`config.mk`:
```
export PLATFORM = sky130hd
export DESIGN_NAME = jtag_ocimem_arbiter
export DESIGN_NICKNAME = d
export VERILOG_FILES = /design/src/rtl/jtag_ocimem_arbiter.sv
export SDC_FILE = /design/constraint.sdc
export NUM_CORES = 1
export LEC_CHECK = 0
export BUFFER_PORTS_ARGS = -buffer_cell sky130_fd_sc_hd__buf_4
export CORE_MARGIN = 2
export CORE_UTILIZATION = 45
export CTS_BUF_LIST = sky130_fd_sc_hd__clkbuf_4 sky130_fd_sc_hd__clkbuf_8
export DETAILED_ROUTE_END_ITERATION = 10
export GPL_TIMING_DRIVEN = 0
export PLACE_DENSITY = 0.81
export SETUP_SLACK_MARGIN = 0.5
export SLEW_MARGIN = 10
export SYNTH_ARGS = -nofsm -noshare
export SYNTH_HDL_FRONTEND = slang
export SYNTH_SLANG_ARGS = --single-unit
export TNS_END_PERCENT = 50
```
`constraint.sdc`:
```
create_clock -name clk -period 2.2 [get_ports clk]
set_clock_uncertainty 0.15 [all_clocks]
set_input_delay 0.44 -clock clk [delete_from_list [all_inputs] [get_ports clk]]
set_output_delay 0.44 -clock clk [all_outputs]
set_load 0.01 [all_outputs]
```
`src/rtl/jtag_ocimem_arbiter.sv`:
```
// rtl/jtag_ocimem_arbiter.sv - JTAG/CPU arbiter for the single-port debug monitor RAM
// Optional feature macro: OCIMEM_AUTOINC_EN (MonAReg post-increment after JTAG accesses).
module jtag_ocimem_arbiter #(
    parameter int ADDR_W = 8,
    parameter int DATA_W = 32
) (
    input  logic              clk,
    input  logic              jrst_n,
    input  logic              take_action_ocimem_a,
    input  logic              take_no_action_ocimem_a,
    input  logic              take_action_ocimem_b,
    input  logic [37:0]       jdo,
    input  logic              cpu_read,
    input  logic              cpu_write,
    input  logic [ADDR_W-1:0] cpu_address,
    input  logic [DATA_W-1:0] cpu_writedata,
    output logic [DATA_W-1:0] cpu_readdata,
    output logic              cpu_waitrequest,
    output logic [ADDR_W-1:0] ram_addr,
    output logic [DATA_W-1:0] ram_wdata,
    output logic              ram_we,
    input  logic [DATA_W-1:0] ram_rdata,
    output logic [DATA_W-1:0] MonDReg,
    output logic              monitor_ready,
    output logic              monitor_error
);

    typedef enum logic [2:0] {
        S_IDLE,
        S_J_RD,
        S_J_RDW,
        S_J_WR,
        S_C_RD,
        S_C_RDW,
        S_C_WR
    } state_t;

    state_t            r_state;
    state_t            w_state_nxt;

    logic [ADDR_W-1:0] r_mon_a_reg;
    logic [DATA_W-1:0] r_mon_d_reg;
    logic              r_monitor_ready;
    logic              r_monitor_error;
    logic [DATA_W-1:0] r_cpu_readdata;

    logic              r_pend_valid;
    logic              r_pend_wr;
    logic [DATA_W-1:0] r_pend_data;
    logic [ADDR_W-1:0] r_op_addr;
    logic [DATA_W-1:0] r_op_data;

`ifdef OCIMEM_AUTOINC_EN
    logic              r_ld_in_op;
`endif

    logic              w_ld;
    logic              w_jreq;
    logic              w_consume;
    logic              w_accept;
    logic              w_drop;
    logic              w_pend_valid_nxt;
    logic              w_jop_nxt;
    logic              w_unused;

    assign w_ld     = take_action_ocimem_a;
    assign w_jreq   = take_no_action_ocimem_a | take_action_ocimem_b
                    | (take_action_ocimem_a & jdo[25]);
    // The slot frees up in the same cycle IDLE hands its op to the FSM, so a pulse then is kept.
    assign w_consume = (r_state == S_IDLE) && r_pend_valid;
    assign w_accept  = w_jreq && (!r_pend_valid || w_consume);
    assign w_drop    = w_jreq && !w_accept;
    assign w_pend_valid_nxt = w_accept || (r_pend_valid && !w_consume);
    assign w_jop_nxt = (w_state_nxt == S_J_RD) || (w_state_nxt == S_J_RDW)
                     || (w_state_nxt == S_J_WR);

    assign w_unused = &{1'b0, jdo[37:35], jdo[2:0]};

    assign MonDReg       = r_mon_d_reg;
    assign monitor_ready = r_monitor_ready;
    assign monitor_error = r_monitor_error;

    always_comb begin
        w_state_nxt     = r_state;
        ram_we          = 1'b0;
        ram_addr        = '0;
        ram_wdata       = '0;
        cpu_waitrequest = 1'b1;
        cpu_readdata    = r_cpu_readdata;
        case (r_state)
            S_IDLE: begin
                if (r_pend_valid) begin
                    w_state_nxt = r_pend_wr ? S_J_WR : S_J_RD;
                end else if (cpu_write) begin
                    w_state_nxt = S_C_WR;
                end else if (cpu_read) begin
                    w_state_nxt = S_C_RD;
                end
            end
            S_J_RD: begin
                ram_addr    = r_op_addr;
                w_state_nxt = S_J_RDW;
            end
            S_J_RDW: begin
                w_state_nxt = S_IDLE;
            end
            S_J_WR: begin
                ram_we      = 1'b1;
                ram_addr    = r_op_addr;
                ram_wdata   = r_op_data;
                w_state_nxt = S_IDLE;
            end
            S_C_RD: begin
                ram_addr    = cpu_address;
                w_state_nxt = S_C_RDW;
            end
            S_C_RDW: begin
                // Forward RAM data so it is valid in the single cycle waitrequest is low.
                cpu_readdata    = ram_rdata;
                cpu_waitrequest = 1'b0;
                w_state_nxt     = S_IDLE;
            end
            S_C_WR: begin
                ram_we          = 1'b1;
                ram_addr        = cpu_address;
                ram_wdata       = cpu_writedata;
                cpu_waitrequest = 1'b0;
                w_state_nxt     = S_IDLE;
            end
            default: begin
                w_state_nxt = S_IDLE;
            end
        endcase
    end

    always_ff @(posedge clk or negedge jrst_n) begin
        if (!jrst_n) begin
            r_state         <= S_IDLE;
            r_mon_a_reg     <= '0;
            r_mon_d_reg     <= '0;
            r_monitor_ready <= 1'b1;
            r_monitor_error <= 1'b0;
            r_cpu_readdata  <= '0;
            r_pend_valid    <= 1'b0;
            r_pend_wr       <= 1'b0;
            r_pend_data     <= '0;
            r_op_addr       <= '0;
            r_op_data       <= '0;
        end else begin
            r_state         <= w_state_nxt;
            r_monitor_ready <= !(w_pend_valid_nxt || w_jop_nxt);

            if (w_accept) begin
                r_pend_valid <= 1'b1;
                r_pend_wr    <= take_action_ocimem_b;
                r_pend_data  <= jdo[3 +: DATA_W];
            end else if (w_consume) begin
                r_pend_valid <= 1'b0;
            end

            // The executing op keeps its own address and data, immune to later loads and pulses.
            if (w_consume) begin
                r_op_addr <= r_mon_a_reg;
                r_op_data <= r_pend_data;
            end

            if (w_drop) begin
                r_monitor_error <= 1'b1;
            end else if (w_ld && jdo[26]) begin
                r_monitor_error <= 1'b0;
            end

            if (r_state == S_J_RDW) begin
                r_mon_d_reg <= ram_rdata;
            end else if (r_state == S_J_WR) begin
                r_mon_d_reg <= r_op_data;
            end

            if (r_state == S_C_RDW) begin
                r_cpu_readdata <= ram_rdata;
            end

            if (w_ld) begin
                r_mon_a_reg <= jdo[17 +: ADDR_W];
`ifdef OCIMEM_AUTOINC_EN
            end else if (((r_state == S_J_RDW) || (r_state == S_J_WR)) && !r_ld_in_op) begin
                r_mon_a_reg <= r_op_addr + ADDR_W'(1);
`endif
            end
        end
    end

`ifdef OCIMEM_AUTOINC_EN
    // Remembers a load that landed while a JTAG op was in flight so its increment does not undo it.
    always_ff @(posedge clk or negedge jrst_n) begin
        if (!jrst_n) begin
            r_ld_in_op <= 1'b0;
        end else if (w_consume) begin
            r_ld_in_op <= w_ld;
        end else if (w_ld) begin
            r_ld_in_op <= 1'b1;
        end
    end
`endif

endmodule
```
==> impl_results.md, run 1 <==
- Final cycle utilization of the critical path: 1.14
- Top cell type's share of synthesized area: 0.578
- Vias: 4897
- DRC viols: 0
- Switching Power: approximately 4.9 mW
- Layout Cell Area excl Fill: 9780 um2
- Vias per cell: 5.29
- Vert. Die Dim: approximately 120 um
- Initial drt markers: 273
- Met2 GRT Util: 0.411
- Main combinational cell family by area after synthesis: multiplexers
- Clk_lat worst skew: 0.45 ns
- Max Slew Vio Count: 0
- GR Layer Usage met3: 0.0614
- Hold Path Origin: take_no_action_ocimem_a
- Sequential element share of the synthesized area: 0.582
- Antenna-violating nets left: 0
- Flop pwr share: 0.344
- Hold WC Path Type: input pin to flip-flop
- Sum Neg Setup Slack: -19.00 ns
- Worst path required time: 1.61 ns
- Initial Utilization: 0.464
- Share of layout cells above drive strength 1: 0.585
- Simple-Gate Fraction of Synth Area: 0.0360
- Arrival time worst endpoint: 1.92 ns
- Port buffer count: 218
- Final #Nets: 849
- Synth area leader: dfrtp_1
- Vias in the first global route: 5166
- Synth Register Bits: ~150
- CP endpoint kind: primary output
- Failing checks: setup timing
- Switching part of the total: 0.339
- Routability congestion estimate: ~0.83
- Crit path time final: roughly 2.5 ns
- Setup Viol. Count Final: 75
- GR peak layer: met2
- Number of max-cap violations: 0
- CP startpoint kind: flip-flop
- PwrDens: 1480 nW/um2
- H-tree depth: 4
- Post-synthesis mux area share: 0.260
- DP Area: 8440 um2
- Reg-to-Reg Start: r_state[1]$_DFF_PN0_
- Total CTS buffers: 17
- Area Overhead vs Synth: 50.5%
- RSZ-0062 raised after global routing: yes
- Clock Power Share: 0.146
- Die ar.: 15400 um2
- Die Width: 124 um
- First-pass GRT wire length: between 20 and 30 mm
- Yosys warnings: 0
- Final setup margin: -0.313 ns
- Cell Rows: 43
- Worst vdd ir: 0.751 mV
- GRT met1 Usage: 0.297
- Area of the core: 14000 um2
- Pleak: 4.79 nW
- Yosys cell types: 26
- Final Hold Viols: 0
- Root Driver: clkbuf_8
- CTS Buffer Depth: 2
- Synthesized cell area: 6500 um2
- TritonCTS clock tree: done
- Synth Area in Adders: 0
- Congestion Overflow GR: 0
- Post-synth net total: 580
- Synth Area in XOR/XNOR: 0
- Top post-synthesis cells by area: dfrtp_1, mux2_2, mux2_4
- Avg WL per Cell: 20.6 um
- Num Clock Sinks: 151
- Tightest Pin Transition: 0.573 ns
- # IOs: approximately 230
- FF-to-FF setup slack: 0 ns
- Peak Freq: 398 MHz
- Gate power share: 0.510
- CP Launch Point: r_state[0]$_DFF_PN0_
- Run status: complete, but fails checks
- Gr usage total: 0.244
- CTS clk-pin slew, worst paths: around 0.08 ns
- Initial antenna violation count: 0
- DPL Wire Length: about 13 mm
- Final WL: between 15 and 20 mm
- DRT Pass-1 Iters: 5
- CP Max Fanout: 10
- Largest net degree at the start of global routing: 90
- Slew headroom: 0.618
- Power Internal: 9.57 mW
- Syn avg cell area: 14.0 um2
- WHS: 0.0466 ns
- Post-synthesis compound-gate area fraction: 0.0892
- Synth Instances: 463
- Ant. Diodes: 0
- CP Class: flip-flop to primary output
-- kinds of logic after synthesis --
group | after synthesis
DFF | 151
buffers and inverters | 35
AOI/OAI and AO/OA | 81
muxes | 144
and+or+nand+nor | 52
-- per-stage QoR --
step	cells	total power, mW	setup WS (ns)	utilization
4_1_cts	912	14.1	-0.347	0.678
3_5_place_dp	862	11.1	-0.126	0.604
2_1_floorplan	463	8.55	0.315	-
5_1_grt	925	15.3	-0.371	0.699
6_report	925	14.5	-0.313	0.699
3_3_place_gp	861	10.8	-0.102	0.601
-- cells in the final DEF, fill, tap and decap left out, types with 10 or more instances in the layout --
master / count
dfrtp_1: 148
clkbuf_8: 19
buf_6: 78
o21ai_0: 32
buf_4: 176
buf_12: 10
nand2_1: 37
a22o_1: 39
mux2i_1: 32
mux2_4: 61
mux2_2: 48
-- area by class of cell --
| class | count | area (um2) |
|---|---|---|
| Fill cell | 962 | 4210 |
| Sequential cell | 151 | 3780 |
| Multi-Input combinational cell | 277 | 2680 |
| Timing Repair Buffer | 250 | 2310 |
| Buffer | 33 | 384 |
| Clock buffer | 20 | 269 |
| Tap cell | 180 | 225 |
| Clock inverter | 12 | 126 |
| Inverter | 2 | 7.51 |
-- metal layers --
layer | wire [um] | part of all wire
met1 | 7720 | 0.40
met2 | 9750 | 0.51
met3 | 1120 | 0.059
met4 | 496 | 0.026
met5 | 0 | 0
-- power by group through the flow --
stage / logic (mW) / registers (mW) / clock network [mW]
finish: 7.38 / 4.97 / 2.12
global route: 7.86 / 5.10 / 2.29
CTS: 6.97 / 4.94 / 2.17
detailed placement: 6.14 / 4.99 / 0
global placement: 5.94 / 4.89 / 0
floorplan: 3.71 / 4.84 / 0
-- critical path, stage by stage (launching register included) --
cell     delay (ns)
dfrtp_2        0.45
nor2b_4        0.14
buf_6          0.11
and2_4         0.13
buf_12         0.15
buf_12         0.14
a22o_1         0.22
buf_6          0.12
-- cells in the mapped netlist --
cell	n
a211o_1	1
nor3_1	1
dfrtp_1	150
o31ai_2	1
nand3_2	1
o21ai_0	34
nor2b_1	4
a22o_1	40
buf_2	18
or2_2	1
mux2_4	29
inv_1	2
and2_1	2
a211oi_1	3
buf_12	3
mux2i_1	32
buf_8	1
nor2_1	4
mux2_2	75
clkbuf_1	11
mux2_1	8
o21a_1	2
nand2b_1	1
nand2_1	37
nor4b_2	1
dfstp_2	1
-- repair_timing --
item | in CTS | in global routing
gates cloned | 3 | 2
gates resized for setup | 122 | 61
hold buffers | 1 | 0
hold endpoints to repair | 62 | 0
pin swaps | 3 | 9
setup buffers | 14 | 11
setup endpoints to repair | 209 | 178
-- path summary, 6_finish.rpt --
path	end	cells past startpoint
worst min-delay path	r_pend_valid$_DFFE_PN0P_	3
worst min register to register	MonDReg[3]$_DFFE_PN0P_	2
max in group asynchronous	monitor_ready$_DFF_PN1_	3
min in group asynchronous	MonDReg[11]$_DFFE_PN0P_	2
worst max-delay path	ram_wdata[15]	7
worst max register to register	r_pend_data[7]$_DFFE_PN0P_	7
Power figures use the tool's default switching activity.
==> inputs of run 2 (changes only) <==
--- a/config.mk
+++ b/config.mk
@@ -7,11 +7,11 @@
 export LEC_CHECK = 0
 export BUFFER_PORTS_ARGS = -buffer_cell sky130_fd_sc_hd__buf_4
 export CORE_MARGIN = 2
-export CORE_UTILIZATION = 45
+export CORE_UTILIZATION = 47
 export CTS_BUF_LIST = sky130_fd_sc_hd__clkbuf_4 sky130_fd_sc_hd__clkbuf_8
 export DETAILED_ROUTE_END_ITERATION = 10
 export GPL_TIMING_DRIVEN = 0
-export PLACE_DENSITY = 0.81
+export PLACE_DENSITY = 0.87
 export SETUP_SLACK_MARGIN = 0.5
 export SLEW_MARGIN = 10
 export SYNTH_ARGS = -nofsm -noshare
==> constraint.sdc (replaced) <==
create_clock -name clk -period 2.23 [get_ports clk]
set_clock_uncertainty 0.15 [all_clocks]
set_input_delay 0.446 -clock clk [delete_from_list [all_inputs] [get_ports clk]]
set_output_delay 0.446 -clock clk [all_outputs]
set_load 0.01 [all_outputs]
==> run 2 against run 1 <==
Effect of this change: the run still ends with setup timing left; combinational power up 8.7%; wire length rose by 9.5%; clock power decreased by 2%; hold slack improved by 0.0051 ns; total power rose by 4.0%; non-clock buffer count increased by 14; critical endpoint is now ram_wdata[23]; highest routed layer unchanged.
==> impl_results.md, run 2 (synthesized netlist as in run 1, its figures left out) <==
- Worst vdd ir: 1.01 mV
- H-tree depth: 4
- Worst path required time: around 1.6 ns
- Crit path time final: between 2 and 3 ns
- Antenna-violating nets left: 0
- Routability congestion estimate: 0.873
- Area of the core: 13300 um2
- RSZ-0062 raised after global routing: yes
- Final WL: 20.9 mm
- Initial Utilization: 0.487
- Vert. Die Dim: between 100 and 150 um
- Number of max-cap violations: 0
- CTS clk-pin slew, worst paths: approximately 0.08 ns
- CP Class: flip-flop to primary output
- Gr usage total: 0.270
- Max incr delay on CP: 0.45 ns
- Final setup margin: -0.353 ns
- Commonest non-fill, non-tap cell in the layout: buf_4
- Total CTS buffers: 17
- Num Clock Sinks: between 150 and 200
- DPL Wire Length: 12.9 mm
- First-pass GRT wire length: 29.5 mm
- Run status: complete, but fails checks
- Port buffer count: 218
- Gate power share: 0.533
- Failing checks: setup timing
- Ant. Diodes: 0
- CP endpoint kind: primary output
- Switching Power: 5.19 mW
- Slew headroom: 0.616
- Cell mode on critical path: buf_6
- Power Internal: 9.86 mW
- Peak Freq: 387 MHz
- Largest net degree at the start of global routing: 94
- CP max-delay cell: dfrtp_1
- Congestion Overflow GR: 0
- Flop pwr share: 0.330
- Share of layout cells above drive strength 1: 0.597
- Cells along the critical path: nor2b_4 > buf_6 > and2_4 > buf_12 > buf_16 > a22o_4 > buf_6
- Die Width: 122 um
- Highest-count cells in the layout ignoring fill and taps: buf_4, dfrtp_1, buf_6
- Final Hold Viols: 0
- Switching part of the total: 0.345
- Pleak: between 4 and 5 nW
- Vias per cell: between 5 and 6
- Vias: 5146
- DRT Pass-1 Iters: 5
- FF-to-FF setup slack: 0.04 ns
- Clock Power Share: 0.138
- Max Slew Vio Count: 0
- Hold WC Path Type: input pin to flip-flop
- TritonCTS clock tree: done
- DP Area: 8440 um2
- Layout Cell Area excl Fill: 10000 um2
- Final #Nets: 863
- CP Max Fanout: 5
- Area Overhead vs Synth: 54.2%
- Final cycle utilization of the critical path: 1.16
- Tightest Pin Transition: between 0.5 and 0.6 ns
- Setup Viol. Count Final: 74
- CTS Buffer Depth: 2
- Vias in the first global route: 5412
- Arrival time worst endpoint: about 2.0 ns
- DRC viols: 0
- Initial antenna violation count: 0
- Initial drt markers: 330
- CP startpoint kind: flip-flop
- Avg WL per Cell: roughly 22 um
- Sum Neg Setup Slack: -20.08 ns
- Root Driver: clkbuf_8
- Clk_lat worst skew: 0.46 ns
- # IOs: 225
- PwrDens: about 1500 nW/um2
- Cell Rows: 42
- Die ar.: ~15000 um2
- CP bufs+invs: 4
- Delay-heaviest family, CP: buffers and inverters
==> run 2: power groups by stage <==
stage	sequential [mW]	combinational, mW	clock (mW)
floorplan	4.77	3.66	0
global placement	4.83	5.83	0
detailed placement	4.92	6.03	0
CTS	4.87	6.94	2.10
global route	5.08	8.43	2.23
finish	4.96	8.02	2.07
==> run 2: worst paths after layout <==
kind,from,end,cells after the start
worst max-delay path,r_state[0]$_DFF_PN0_,ram_wdata[23],7
worst min-delay path,take_no_action_ocimem_a,r_pend_valid$_DFFE_PN0P_,3
worst max register to register,r_state[2]$_DFF_PN0_,r_pend_data[11]$_DFFE_PN0P_,8
worst min register to register,MonDReg[21]$_DFFE_PN0P_,MonDReg[21]$_DFFE_PN0P_,2
max in group asynchronous,jrst_n,r_state[1]$_DFF_PN0_,3
min in group asynchronous,jrst_n,r_cpu_readdata[10]$_DFF_PN0_,2
==> run 2: through the flow <==
stage | std cells | hold slack [ns] | worst slack [ns] | util | total power, mW
floorplan | 463 | 0.000409 | 0.339 | - | 8.44
global placement | 857 | 0.314 | -0.0763 | 0.630 | 10.7
detailed placement | 858 | 0.248 | -0.0266 | 0.632 | 11.0
CTS | 911 | 0.0295 | -0.295 | 0.713 | 13.9
global route | 933 | 0.0301 | -0.416 | 0.751 | 15.7
finish | 933 | 0.0517 | -0.353 | 0.751 | 15.1
==> run 2: cell type report <==
cell class	count	area [um2]
clock buffer	19	262
clock inverter	11	128
tap	176	220
fill	803	3330
timing repair buffer	264	2510
multi-input combinational	277	2700
buffer	33	408
sequential	151	3780
inverter	2	7.51
==> run 2: timing repair <==
item / in CTS / in global routing
pin swaps: 5 / 11
gates cloned: 3 / 6
endpoints found under the hold margin: 57 / 0
buffers inserted: 19 / 16
hold buffers: 1 / 0
setup endpoints to repair: 191 / 178
gates resized for setup: 126 / 92
==> run 2: per-layer routing <==
layer,vias to the layer above,wire (um),share of wire,track usage
li1,2231,-,-,-
met1,2616,8100,0.39,0.318
met2,237,10700,0.51,0.456
met3,62,1200,0.057,0.0754
met4,0,885,0.042,0.130
met5,-,0,0,0
==> run 2: worst reg2reg max path, delay by kind of cell (launching register included) <==
kind	cells	cell delay [ns]
buf+inv	5	0.73
flops	1	0.40
mux	1	0.29
compound gates	1	0.28
simple gates	1	0.21
==> inputs of run 3 (changes only) <==
--- a/config.mk
+++ b/config.mk
@@ -7,11 +7,11 @@
 export LEC_CHECK = 0
 export BUFFER_PORTS_ARGS = -buffer_cell sky130_fd_sc_hd__buf_4
 export CORE_MARGIN = 2
-export CORE_UTILIZATION = 47
+export CORE_UTILIZATION = 52
 export CTS_BUF_LIST = sky130_fd_sc_hd__clkbuf_4 sky130_fd_sc_hd__clkbuf_8
 export DETAILED_ROUTE_END_ITERATION = 10
 export GPL_TIMING_DRIVEN = 0
-export PLACE_DENSITY = 0.87
+export PLACE_DENSITY = 0.91
 export SETUP_SLACK_MARGIN = 0.5
 export SLEW_MARGIN = 10
 export SYNTH_ARGS = -nofsm -noshare
==> constraint.sdc (replaced) <==
create_clock -name clk -period 2.69 [get_ports clk]
set_clock_uncertainty 0.15 [all_clocks]
set_input_delay 0.538 -clock clk [delete_from_list [all_inputs] [get_ports clk]]
set_output_delay 0.538 -clock clk [all_outputs]
set_load 0.01 [all_outputs]
==> run 3 against run 2 <==
Effect of this change: the flow still finishes with violations (setup timing); clock power shrank 20%; total power decreased by 21%; non-clock buffer count shrank 18; setup slack better by 0.28 ns; sequential power shrank 17%; first-iteration DRC count grew 12%; critical path type unchanged; critical endpoint is now ram_wdata[3]; largest cell class unchanged; largest power group unchanged.
==> impl_results.md, run 3 (synthesized netlist as in run 1, its figures left out) <==
- Run status: complete, but fails checks
- Failing checks: setup timing
- Commonest non-fill, non-tap cell in the layout: buf_4
- Area of the multi-input gates: ~2700 um2
- Share of layout cells above drive strength 1: 0.570
- Vias per cell: around 5.7
- Antenna-violating nets left: 0
- Vias: between 5000 and 6000
- # IOs: about 230
- DRC viols: 0
- Clk_lat worst skew: 0.45 ns
- CP max-delay cell: dfrtp_1
- CTS Buffer Depth: 2
- Port buffer count: 218
- Area Overhead vs Synth: 48.3%
- RSZ-0062 raised after global routing: yes
- Avg WL per Cell: approximately 23 um
- Root Driver: clkbuf_8
- CP endpoint kind: primary output
- CP startpoint kind: flip-flop
- Initial Utilization: 0.536
- Dpl ws: -0.0385 ns
- Slew headroom: 0.566
- Total CTS buffers: 17
- Initial drt markers: 368
- Cells along the critical path: buf_6 > nor2b_4 > buf_6 > and2_4 > buf_8 > buf_8 > a22o_1 > buf_4
- First-pass GRT wire length: 27.2 mm
- Highest-count cells in the layout ignoring fill and taps: buf_4, dfrtp_1, buf_6
- Crit path time final: 2.76 ns
- CP Max Fanout: 7
- Final WL: 20.9 mm
- CTS clk-pin slew, worst paths: about 0.080 ns
- Tightest Pin Transition: 0.651 ns
- Final #Nets: 845
- Die ar.: 13400 um2
- Worst vdd ir: 0.603 mV
- Initial antenna violation count: 0
- Worst path required time: around 2 ns
- Hold WC Path Type: input pin to flip-flop
- Core Util, Final: 0.796
- Final Hold Viols: 0
- Num Clock Sinks: 151
- TritonCTS clock tree: done
- DPL Wire Length: 13.0 mm
- Setup Viol. Count Final: 4
- Cell Rows: 40
- Max Slew Vio Count: 0
- CP Class: flip-flop to primary output
- Largest net degree at the start of global routing: 94
- Arrival time worst endpoint: 2.08 ns
- Total power: 11.9 mW
- Vias in the first global route: 4989
- Vert. Die Dim: roughly 120 um
- PwrDens: 1230 nW/um2
- Area of the core: 12100 um2
- Final setup margin: -0.0737 ns
- Die Width: 116 um
- Register area: 3780 um2
- Fill count: 677
- H-tree depth: 4
- Max incr delay on CP: 0.39 ns
- Pleak: 4.72 nW
- Ant. Diodes: 0
- Peak Freq: 362 MHz
- Congestion Overflow GR: 0
- Gr usage total: 0.275
- Final cycle utilization of the critical path: 1.03
- DRT Pass-1 Iters: 6
- Number of max-cap violations: 0
- Routability congestion estimate: ~0.86
run 3: worst paths after layout:
path,from,end,slack [ns],cells after the start
hold reg to reg,MonDReg[20]$_DFFE_PN0P_,MonDReg[20]$_DFFE_PN0P_,0.34,2
min in group asynchronous,jrst_n,MonDReg[10]$_DFFE_PN0P_,0.47,2
hold / removal,take_no_action_ocimem_a,r_pend_valid$_DFFE_PN0P_,0.14,3
max in group asynchronous,jrst_n,MonDReg[29]$_DFFE_PN0P_,1.08,3
setup / recovery,r_state[2]$_DFF_PN0_,ram_wdata[3],-0.07,8
setup reg to reg,r_state[1]$_DFF_PN0_,r_op_data[7]$_DFFE_PN0P_,0.52,5
run 3: layout make-up:
cell class | count | share of cell area
plain buffers | 33 | 0.0319
clock buffers | 25 | 0.0331
repair buffers | 246 | 0.239
flip-flops and latches | 151 | 0.392
well taps | 168 | 0.0218
clock inverters | 4 | 0.00467
inverters | 2 | 0.000779
multi-input cells | 277 | 0.276
run 3: power by group:
group	internal, mW	switching (mW)
Sequential	3.39	0.748
Clock	0.851	0.797
Combinational	3.50	2.61
run 3: stage by stage:
| stage | std cells | area [um2] | TNS, ns | hold WS, ns |
|---|---|---|---|---|
| 2_1_floorplan | 463 | 6500 | 0 | 0.0924 |
| 3_3_place_gp | 849 | 8340 | -0.0185 | 0.316 |
| 3_5_place_dp | 850 | 8380 | -0.0804 | 0.323 |
| 4_1_cts | 893 | 9040 | 0 | 0.128 |
| 5_1_grt | 906 | 9640 | -0.837 | 0.138 |
| 6_report | 906 | 9640 | -0.0875 | 0.144 |
run 3: worst max-delay path, delay by kind of cell (launching register included):
family | cells | cell delay [ns]
buffers and inverters | 5 | 0.69
AND/OR/NAND/NOR | 2 | 0.31
flip-flops | 1 | 0.39
AO/OA/AOI/OAI | 1 | 0.22
run 3: repair_timing:
action / in CTS / in global routing
gates resized for setup: 46 / 115
endpoints found under the setup margin: 74 / 108
pin swaps: 3 / 17
gates cloned: 2 / 5
endpoints found under the hold margin: 57 / 0
setup buffers: 11 / 8
hold buffers: 1 / 0
run 3: layer usage:
layer  part of all wire  vias to the layer above  GRT usage
met5                  0                        -          0
met4              0.037                        0      0.104
met3              0.073                       59     0.0622
met2               0.50                      283      0.472
met1               0.39                     2581      0.342
li1                   -                     2197          -
